File: src/rtl/store_buffer_pkg.sv
// Store buffer shared types: entry record, access size codes, size helpers.
// Interface widths default here unless the build provides them.
`ifndef ROB_ID_WIDTH
`define ROB_ID_WIDTH 5
`endif
`ifndef ADDR_WIDTH
`define ADDR_WIDTH 32
`endif
`ifndef SIZE_WIDTH
`define SIZE_WIDTH 2
`endif
`ifndef BUS_DATA_WIDTH
`define BUS_DATA_WIDTH 32
`endif

package store_buffer_pkg;

  localparam logic [`SIZE_WIDTH-1:0] SIZE_BYTE = `SIZE_WIDTH'(0);
  localparam logic [`SIZE_WIDTH-1:0] SIZE_HALF = `SIZE_WIDTH'(1);
  localparam logic [`SIZE_WIDTH-1:0] SIZE_WORD = `SIZE_WIDTH'(2);

  typedef struct packed {
    logic [`ROB_ID_WIDTH-1:0]   rob_id;
    logic [`ADDR_WIDTH-1:0]     addr;
    logic [`SIZE_WIDTH-1:0]     size;
    logic [`BUS_DATA_WIDTH-1:0] data;
  } stbuf_entry_t;

  function automatic logic [`BUS_DATA_WIDTH-1:0] size_mask(
    input logic [`SIZE_WIDTH-1:0]     size,
    input logic [`BUS_DATA_WIDTH-1:0] data
  );
    logic [`BUS_DATA_WIDTH-1:0] m;
    case (size)
      SIZE_BYTE: m = `BUS_DATA_WIDTH'('hFF);
      SIZE_HALF: m = `BUS_DATA_WIDTH'('hFFFF);
      default:   m = '1;
    endcase
    return data & m;
  endfunction

  // Byte length, one bit wider than an address so range ends never wrap.
  function automatic logic [`ADDR_WIDTH:0] size_bytes(
    input logic [`SIZE_WIDTH-1:0] size
  );
    logic [`ADDR_WIDTH:0] n;
    case (size)
      SIZE_BYTE: n = (`ADDR_WIDTH+1)'(1);
      SIZE_HALF: n = (`ADDR_WIDTH+1)'(2);
      default:   n = (`ADDR_WIDTH+1)'(4);
    endcase
    return n;
  endfunction

endpackage

File: src/rtl/store_buffer_match.sv
// Load-vs-store compare over valid entries, youngest relevant entry wins.
// Ports: entries, head_idx, count, load_addr/size in; overlap (+hit, hit_idx when STBUF_FORWARD_EN).
module store_buffer_match
  import store_buffer_pkg::*;
#(
  parameter int DEPTH     = 16,
  parameter int PTR_WIDTH = $clog2(DEPTH) + 1
) (
  input  stbuf_entry_t [DEPTH-1:0]     entries,
  input  logic [PTR_WIDTH-2:0]         head_idx,
  input  logic [PTR_WIDTH-1:0]         count,
  input  logic [`ADDR_WIDTH-1:0]       load_addr,
  input  logic [`SIZE_WIDTH-1:0]       load_size,
`ifdef STBUF_FORWARD_EN
  output logic                         hit,
  output logic [PTR_WIDTH-2:0]         hit_idx,
`endif
  output logic                         overlap
);

  localparam int IDX_W = PTR_WIDTH - 1;

  logic [`ADDR_WIDTH:0] l_lo;
  logic [`ADDR_WIDTH:0] l_hi;

  assign l_lo = {1'b0, load_addr};
  assign l_hi = l_lo + size_bytes(load_size);

  // Walk oldest to youngest so a later assignment means a younger entry.
  always_comb begin
    overlap = 1'b0;
`ifdef STBUF_FORWARD_EN
    hit     = 1'b0;
    hit_idx = '0;
`endif
    for (int k = 0; k < DEPTH; k++) begin
      logic [IDX_W-1:0]     idx;
      logic [`ADDR_WIDTH:0] e_lo;
      logic [`ADDR_WIDTH:0] e_hi;
      idx  = head_idx + IDX_W'(k);
      e_lo = {1'b0, entries[idx].addr};
      e_hi = e_lo + size_bytes(entries[idx].size);
      if (PTR_WIDTH'(k) < count && e_lo < l_hi && l_lo < e_hi) begin
`ifdef STBUF_FORWARD_EN
        hit     = (entries[idx].addr == load_addr) &&
                  (entries[idx].size >= load_size);
        overlap = !hit;
        hit_idx = idx;
`else
        overlap = 1'b1;
`endif
      end
    end
  end

endmodule

File: src/rtl/store_buffer.sv
// Ordered store buffer: speculative/committed stores, drain, load forwarding.
// Ports: LSU push/load, ROB retire/flush, bus write drain and bus read; STBUF_FORWARD_EN enables forwarding.
module store_buffer
  import store_buffer_pkg::*;
#(
  parameter int DEPTH     = 16,
  parameter int PTR_WIDTH = $clog2(DEPTH) + 1
) (
  input  logic                       clk,
  input  logic                       rst,
  input  logic                       exlsu_stbuf_push,
  input  logic [`ROB_ID_WIDTH-1:0]   exlsu_stbuf_rob_id,
  input  logic [`ADDR_WIDTH-1:0]     exlsu_stbuf_write_addr,
  input  logic [`SIZE_WIDTH-1:0]     exlsu_stbuf_write_size,
  input  logic [`BUS_DATA_WIDTH-1:0] exlsu_stbuf_write_data,
  output logic                       stbuf_exlsu_full,
  input  logic                       exlsu_stbuf_read_req,
  input  logic [`ADDR_WIDTH-1:0]     exlsu_stbuf_read_addr,
  input  logic [`SIZE_WIDTH-1:0]     exlsu_stbuf_read_size,
  output logic [`BUS_DATA_WIDTH-1:0] stbuf_exlsu_bus_data_feedback,
  output logic                       stbuf_exlsu_bus_ready,
  input  logic                       commit_stbuf_retire,
  input  logic [`ROB_ID_WIDTH-1:0]   commit_stbuf_retire_rob_id,
  input  logic                       commit_stbuf_flush,
  output logic                       stbuf_bus_write_req,
  output logic [`ADDR_WIDTH-1:0]     stbuf_bus_write_addr,
  output logic [`SIZE_WIDTH-1:0]     stbuf_bus_write_size,
  output logic [`BUS_DATA_WIDTH-1:0] stbuf_bus_write_data,
  input  logic                       bus_stbuf_write_ack,
  output logic                       stbuf_bus_read_req,
  output logic [`ADDR_WIDTH-1:0]     stbuf_bus_read_addr,
  output logic [`SIZE_WIDTH-1:0]     stbuf_bus_read_size,
  input  logic [`BUS_DATA_WIDTH-1:0] bus_stbuf_read_data,
  input  logic                       bus_stbuf_read_ack
);

  localparam int IDX_W = PTR_WIDTH - 1;

  stbuf_entry_t [DEPTH-1:0] entries;

  logic [PTR_WIDTH-1:0] head;
  logic [PTR_WIDTH-1:0] commit;
  logic [PTR_WIDTH-1:0] tail;
  logic [PTR_WIDTH-1:0] count;
  logic [PTR_WIDTH-1:0] commit_nxt;
  logic                 full;
  logic                 push_ok;
  logic                 retire_ok;
  logic                 pop;
  logic                 overlap;
  stbuf_entry_t         head_e;

  assign count     = tail - head;
  assign full      = (count == PTR_WIDTH'(DEPTH));
  assign push_ok   = exlsu_stbuf_push && !full && !commit_stbuf_flush;
  assign retire_ok = commit_stbuf_retire && (commit != tail) &&
                     (entries[commit[IDX_W-1:0]].rob_id ==
                      commit_stbuf_retire_rob_id);
  assign commit_nxt = commit + PTR_WIDTH'(retire_ok);
  assign pop        = stbuf_bus_write_req && bus_stbuf_write_ack;
  assign head_e     = entries[head[IDX_W-1:0]];

  always_ff @(posedge clk or posedge rst) begin
    if (rst) begin
      head   <= '0;
      commit <= '0;
      tail   <= '0;
    end else begin
      head   <= head + PTR_WIDTH'(pop);
      commit <= commit_nxt;
      // Flush discards everything younger than the committed prefix.
      tail   <= commit_stbuf_flush ? commit_nxt
                                   : tail + PTR_WIDTH'(push_ok);
    end
  end

  always_ff @(posedge clk) begin
    if (push_ok) begin
      entries[tail[IDX_W-1:0]] <= '{
        rob_id: exlsu_stbuf_rob_id,
        addr:   exlsu_stbuf_write_addr,
        size:   exlsu_stbuf_write_size,
        data:   exlsu_stbuf_write_data
      };
    end
  end

`ifndef SYNTHESIS
  always_ff @(posedge clk) begin
    if (!rst && commit_stbuf_retire) begin
      assert (retire_ok)
        else $error("store_buffer: retire id mismatch or nothing to retire");
    end
  end
`endif

  assign stbuf_exlsu_full     = full;
  assign stbuf_bus_write_req  = (head != commit);
  assign stbuf_bus_write_addr = stbuf_bus_write_req ? head_e.addr : '0;
  assign stbuf_bus_write_size = stbuf_bus_write_req ? head_e.size : '0;
  assign stbuf_bus_write_data = stbuf_bus_write_req ? head_e.data : '0;

`ifdef STBUF_FORWARD_EN
  logic             hit;
  logic [IDX_W-1:0] hit_idx;
`endif

  store_buffer_match #(
    .DEPTH     (DEPTH),
    .PTR_WIDTH (PTR_WIDTH)
  ) u_match (
    .entries   (entries),
    .head_idx  (head[IDX_W-1:0]),
    .count     (count),
    .load_addr (exlsu_stbuf_read_addr),
    .load_size (exlsu_stbuf_read_size),
`ifdef STBUF_FORWARD_EN
    .hit       (hit),
    .hit_idx   (hit_idx),
`endif
    .overlap   (overlap)
  );

  always_comb begin
    stbuf_bus_read_req            = 1'b0;
    stbuf_exlsu_bus_ready         = 1'b0;
    stbuf_exlsu_bus_data_feedback = '0;
    if (!rst && exlsu_stbuf_read_req) begin
`ifdef STBUF_FORWARD_EN
      if (hit) begin
        stbuf_exlsu_bus_ready         = 1'b1;
        stbuf_exlsu_bus_data_feedback =
          size_mask(exlsu_stbuf_read_size, entries[hit_idx].data);
      end else
`endif
      if (!overlap) begin
        stbuf_bus_read_req    = 1'b1;
        stbuf_exlsu_bus_ready = bus_stbuf_read_ack;
        if (bus_stbuf_read_ack)
          stbuf_exlsu_bus_data_feedback =
            size_mask(exlsu_stbuf_read_size, bus_stbuf_read_data);
      end
    end
  end

  assign stbuf_bus_read_addr = stbuf_bus_read_req ? exlsu_stbuf_read_addr : '0;
  assign stbuf_bus_read_size = stbuf_bus_read_req ? exlsu_stbuf_read_size : '0;

endmodule
File: config.mk
export PLATFORM = sky130hd
export DESIGN_NAME = store_buffer
export DESIGN_NICKNAME = d
export VERILOG_FILES = /design/src/rtl/store_buffer_pkg.sv /design/src/rtl/store_buffer_match.sv /design/src/rtl/store_buffer.sv
export SDC_FILE = /design/constraint.sdc
export NUM_CORES = 2
export LEC_CHECK = 0
export BUFFER_PORTS_ARGS = -buffer_cell sky130_fd_sc_hd__clkbuf_2
export CORE_ASPECT_RATIO = 1.4
export CORE_MARGIN = 3
export CORE_UTILIZATION = 55
export CTS_CLUSTER_SIZE = 20
export DETAILED_ROUTE_END_ITERATION = 12
export GPL_TIMING_DRIVEN = 0
export PLACE_DENSITY = 0.72
export SETUP_SLACK_MARGIN = 0.15
export SLEW_MARGIN = 20
export SYNTH_ARGS = -nofsm -noshare
export SYNTH_HDL_FRONTEND = slang
export SYNTH_SLANG_ARGS = --single-unit
File: constraint.sdc
create_clock -name clk -period 19.2 [get_ports clk]
set_clock_uncertainty 0.1 [all_clocks]
set_input_delay 2.88 -clock clk [delete_from_list [all_inputs] [get_ports clk]]
set_output_delay 2.88 -clock clk [all_outputs]
set_load 0.02 [all_outputs]
==> impl_metrics.env <==
export IMPL_outcome="finished with violations"
export IMPL_violations="capacitance limit, slew limit, setup timing"
export IMPL_wl_um=515400
export IMPL_synthToLayoutAreaGrowth_pct=11.70
export IMPL_clockRootBuffer="clkbuf_16"
export IMPL_setup_worst_path_start_class="register"
export IMPL_min_period_ns=19.39
export IMPL_arrival_ns=16.41
export IMPL_synth_area_leaders="edfxtp_1 (34%), mux4_2 (26%), ha_1 (13%)"
export IMPL_start_util=0.5551
export IMPL_synth_most_common_cell="mux4_2"
export IMPL_grt_max_degree=23
export IMPL_slowest_delay_ns=0.78
export IMPL_crit_top_cell="buf_4"
export IMPL_slew_headroom=-0.01418
export IMPL_path_class="register to output port"
export IMPL_setup_violations=56
export IMPL_rows=184
export IMPL_htree_levels=3
export IMPL_numCtsBuffers=93
export IMPL_cts_sinks=1151
export IMPL_grt_pass1_vias=82020
export IMPL_route_vias_total=86510
export IMPL_port_buffers=284
export IMPL_drtIter0Drc=15280
export IMPL_globalplace_congestion=1.193
export IMPL_synth_common_cells="mux4_2 (1140), edfxtp_1 (1136), ha_1 (1061)"
export IMPL_synth_area_mm2=0.09994
export IMPL_die_area_mm2=0.1869
export IMPL_vias_per_cell=8.161
export IMPL_cts_tree="done"
export IMPL_yosys_area_top_type="edfxtp_1"
export IMPL_end_kind="output port"
export IMPL_dp_slack_ns=-3.734
export IMPL_slew_violations=4
export IMPL_hold_class="register to register"
export IMPL_period_share=1.010
export IMPL_wire_per_inst_um=48.63
export IMPL_fp_dieW_um=366.3
export IMPL_nFillCells=13320
export IMPL_syn_nets=8745
export IMPL_ys_ff_latch=1151
export IMPL_synthDistinctLibCells=98
export IMPL_finish_net_count=9298
export IMPL_yosysWarnings=0
export IMPL_path_clk_slew_ns=0.08
export IMPL_timing_final_ws_setup_ns=-0.1884
export IMPL_crit_slowest_cell="nor2_1"
export IMPL_synthArstFlopShare=0.01303
export IMPL_ant_nets=0
export IMPL_track_usage=0.5446
export IMPL_hpwlAfterDp_um=400300
export IMPL_cp_required_ns=16.22
export IMPL_drive_above_1_share=0.2686
export IMPL_holdPathStages=2
export IMPL_hold_viol_final=0
export IMPL_core_area_mm2=0.1800
export IMPL_cts_hold_fix_buffers=0
export IMPL_maxCapViolations=1
export IMPL_grt_pass1_wl_um=686100
export IMPL_antenna_found_initial=49
export IMPL_fmax_mhz=51.58
export IMPL_synth_avg_cell_area_um2=13.30
export IMPL_worstMarginPinSlew_ns=1.508
export IMPL_drt_pass1_iter_count=12
export IMPL_syn_inst=7516
export IMPL_r2r_cells=30
export IMPL_rsz0062_at_grt="no"
export IMPL_die_y_um=510.4
export IMPL_ioPinCount=286
export IMPL_cp_max_fo=19
export IMPL_drc=0
export IMPL_seq_area_frac_synth=0.3451
export IMPL_clk_latency_ns=0.74
export IMPL_grt_ovfl_total=0
export IMPL_clock_path_buffers=3
export IMPL_synth_edf_count=1136
export IMPL_fin_util=0.6201
export IMPL_synth_top_flop_cell="edfxtp_1"
export IMPL_synth_top_area_share=0.3413
==> layout by cell type (no fill, tap or decap), types with 140 or more instances in the layout <==
cell type,Yosys,final
a21o_1,280,280
a21oi_1,328,326
clkbuf_2,1,342
edfxtp_1,1136,1136
ha_1,1061,1061
inv_1,149,147
mux2i_1,140,140
mux4_2,1140,1140
nand2_1,455,455
nand3_1,217,217
nand4_1,231,231
nor2_1,367,352
o21ai_0,177,172
xnor2_1,282,270
xor2_1,262,239
==> logic make-up (layout without fill, tap and decap cells) <==
family	count (synthesis)	count (layout)	share of synthesized area
other cells	0	35	0
xor+xnor	550	550	0.04865
compound gates	1086	1086	0.07056
buf+inv	492	1123	0.02511
flops	1151	1151	0.3451
mux	1322	1322	0.2798
fa+ha+maj	1079	1079	0.1364
simple gates	1836	1836	0.09433
==> layout make-up <==
class / count / area, um^2 / share of cell area
clock inverters: 67 / 878.3 / 0.007868
plain buffers: 335 / 2077 / 0.01861
diodes: 35 / 87.58 / 0.0007846
repair buffers: 461 / 4219 / 0.03779
flip-flops and latches: 1151 / 34490 / 0.3090
multi-input cells: 5873 / 63880 / 0.5722
clock buffers: 106 / 2397 / 0.02147
inverters: 154 / 584.3 / 0.005234
well taps: 2418 / 3025 / 0.02710
==> per-layer routing <==
metal | wire, um | GRT usage | share of wire | up-vias
li1 | - | - | - | 31900
met2 | 214300 | 0.7900 | 0.42 | 9306
met3 | 79140 | 0.2426 | 0.15 | 3115
met1 | 149400 | 0.5692 | 0.29 | 42150
met5 | 267 | 0.003543 | 0.00052 | -
met4 | 72290 | 0.5755 | 0.14 | 36
==> flip-flops by register name (all words and copies together) (netlist names) <==
register  cells
entries    1136
commit        5
tail          5
head          5
==> critical path, delay by kind of cell (launching register included) <==
family / cells / cell delay, ns
AOI/OAI and AO/OA: 5 / 1.82
xor gates and xnor gates: 1 / 0.17
adders and majority gates: 3 / 0.99
buffers and inverters: 24 / 7.75
DFF: 1 / 0.55
muxes: 2 / 1.02
and+or+nand+nor: 10 / 3.19
==> repair_timing <==
action	in CTS	in global routing
buffers inserted	2	0
gates resized for setup	42	16
cloned	0	0
setup endpoints to repair	68	68
pin swaps	1	1
==> per-stage QoR <==
| step | hold slack [ns] | area [um^2] | instances | TNS, ns |
|---|---|---|---|---|
| 6_report | 0.5872 | 111600 | 10600 | -3.549 |
| 5_1_grt | 0.5634 | 111600 | 10580 | 0 |
| 4_1_cts | 0.5596 | 111400 | 10560 | 0 |
| 3_5_place_dp | 0.4135 | 108000 | 10390 | -241.60 |
| 3_3_place_gp | 0.4230 | 104400 | 10220 | -1234.32 |
| 2_1_floorplan | 0.3927 | 99940 | 7516 | 0 |
==> final timing paths <==
check	startpoint	end	slack (ns)
max	head[1]	stbuf_exlsu_bus_data_feedback[24]	-0.19
max reg2reg	head[1]	entries[885]	7.66
min reg2reg	tail[0]	tail[0]	0.59
min	tail[0]	tail[0]	0.59
min in group asynchronous	rst	tail[1]	2.15
max in group asynchronous	rst	head[0]	16.35
Power is left out: the tool's default activity adds up to more than one toggle a clock period on the data nets, which glitch-free logic cannot reach.
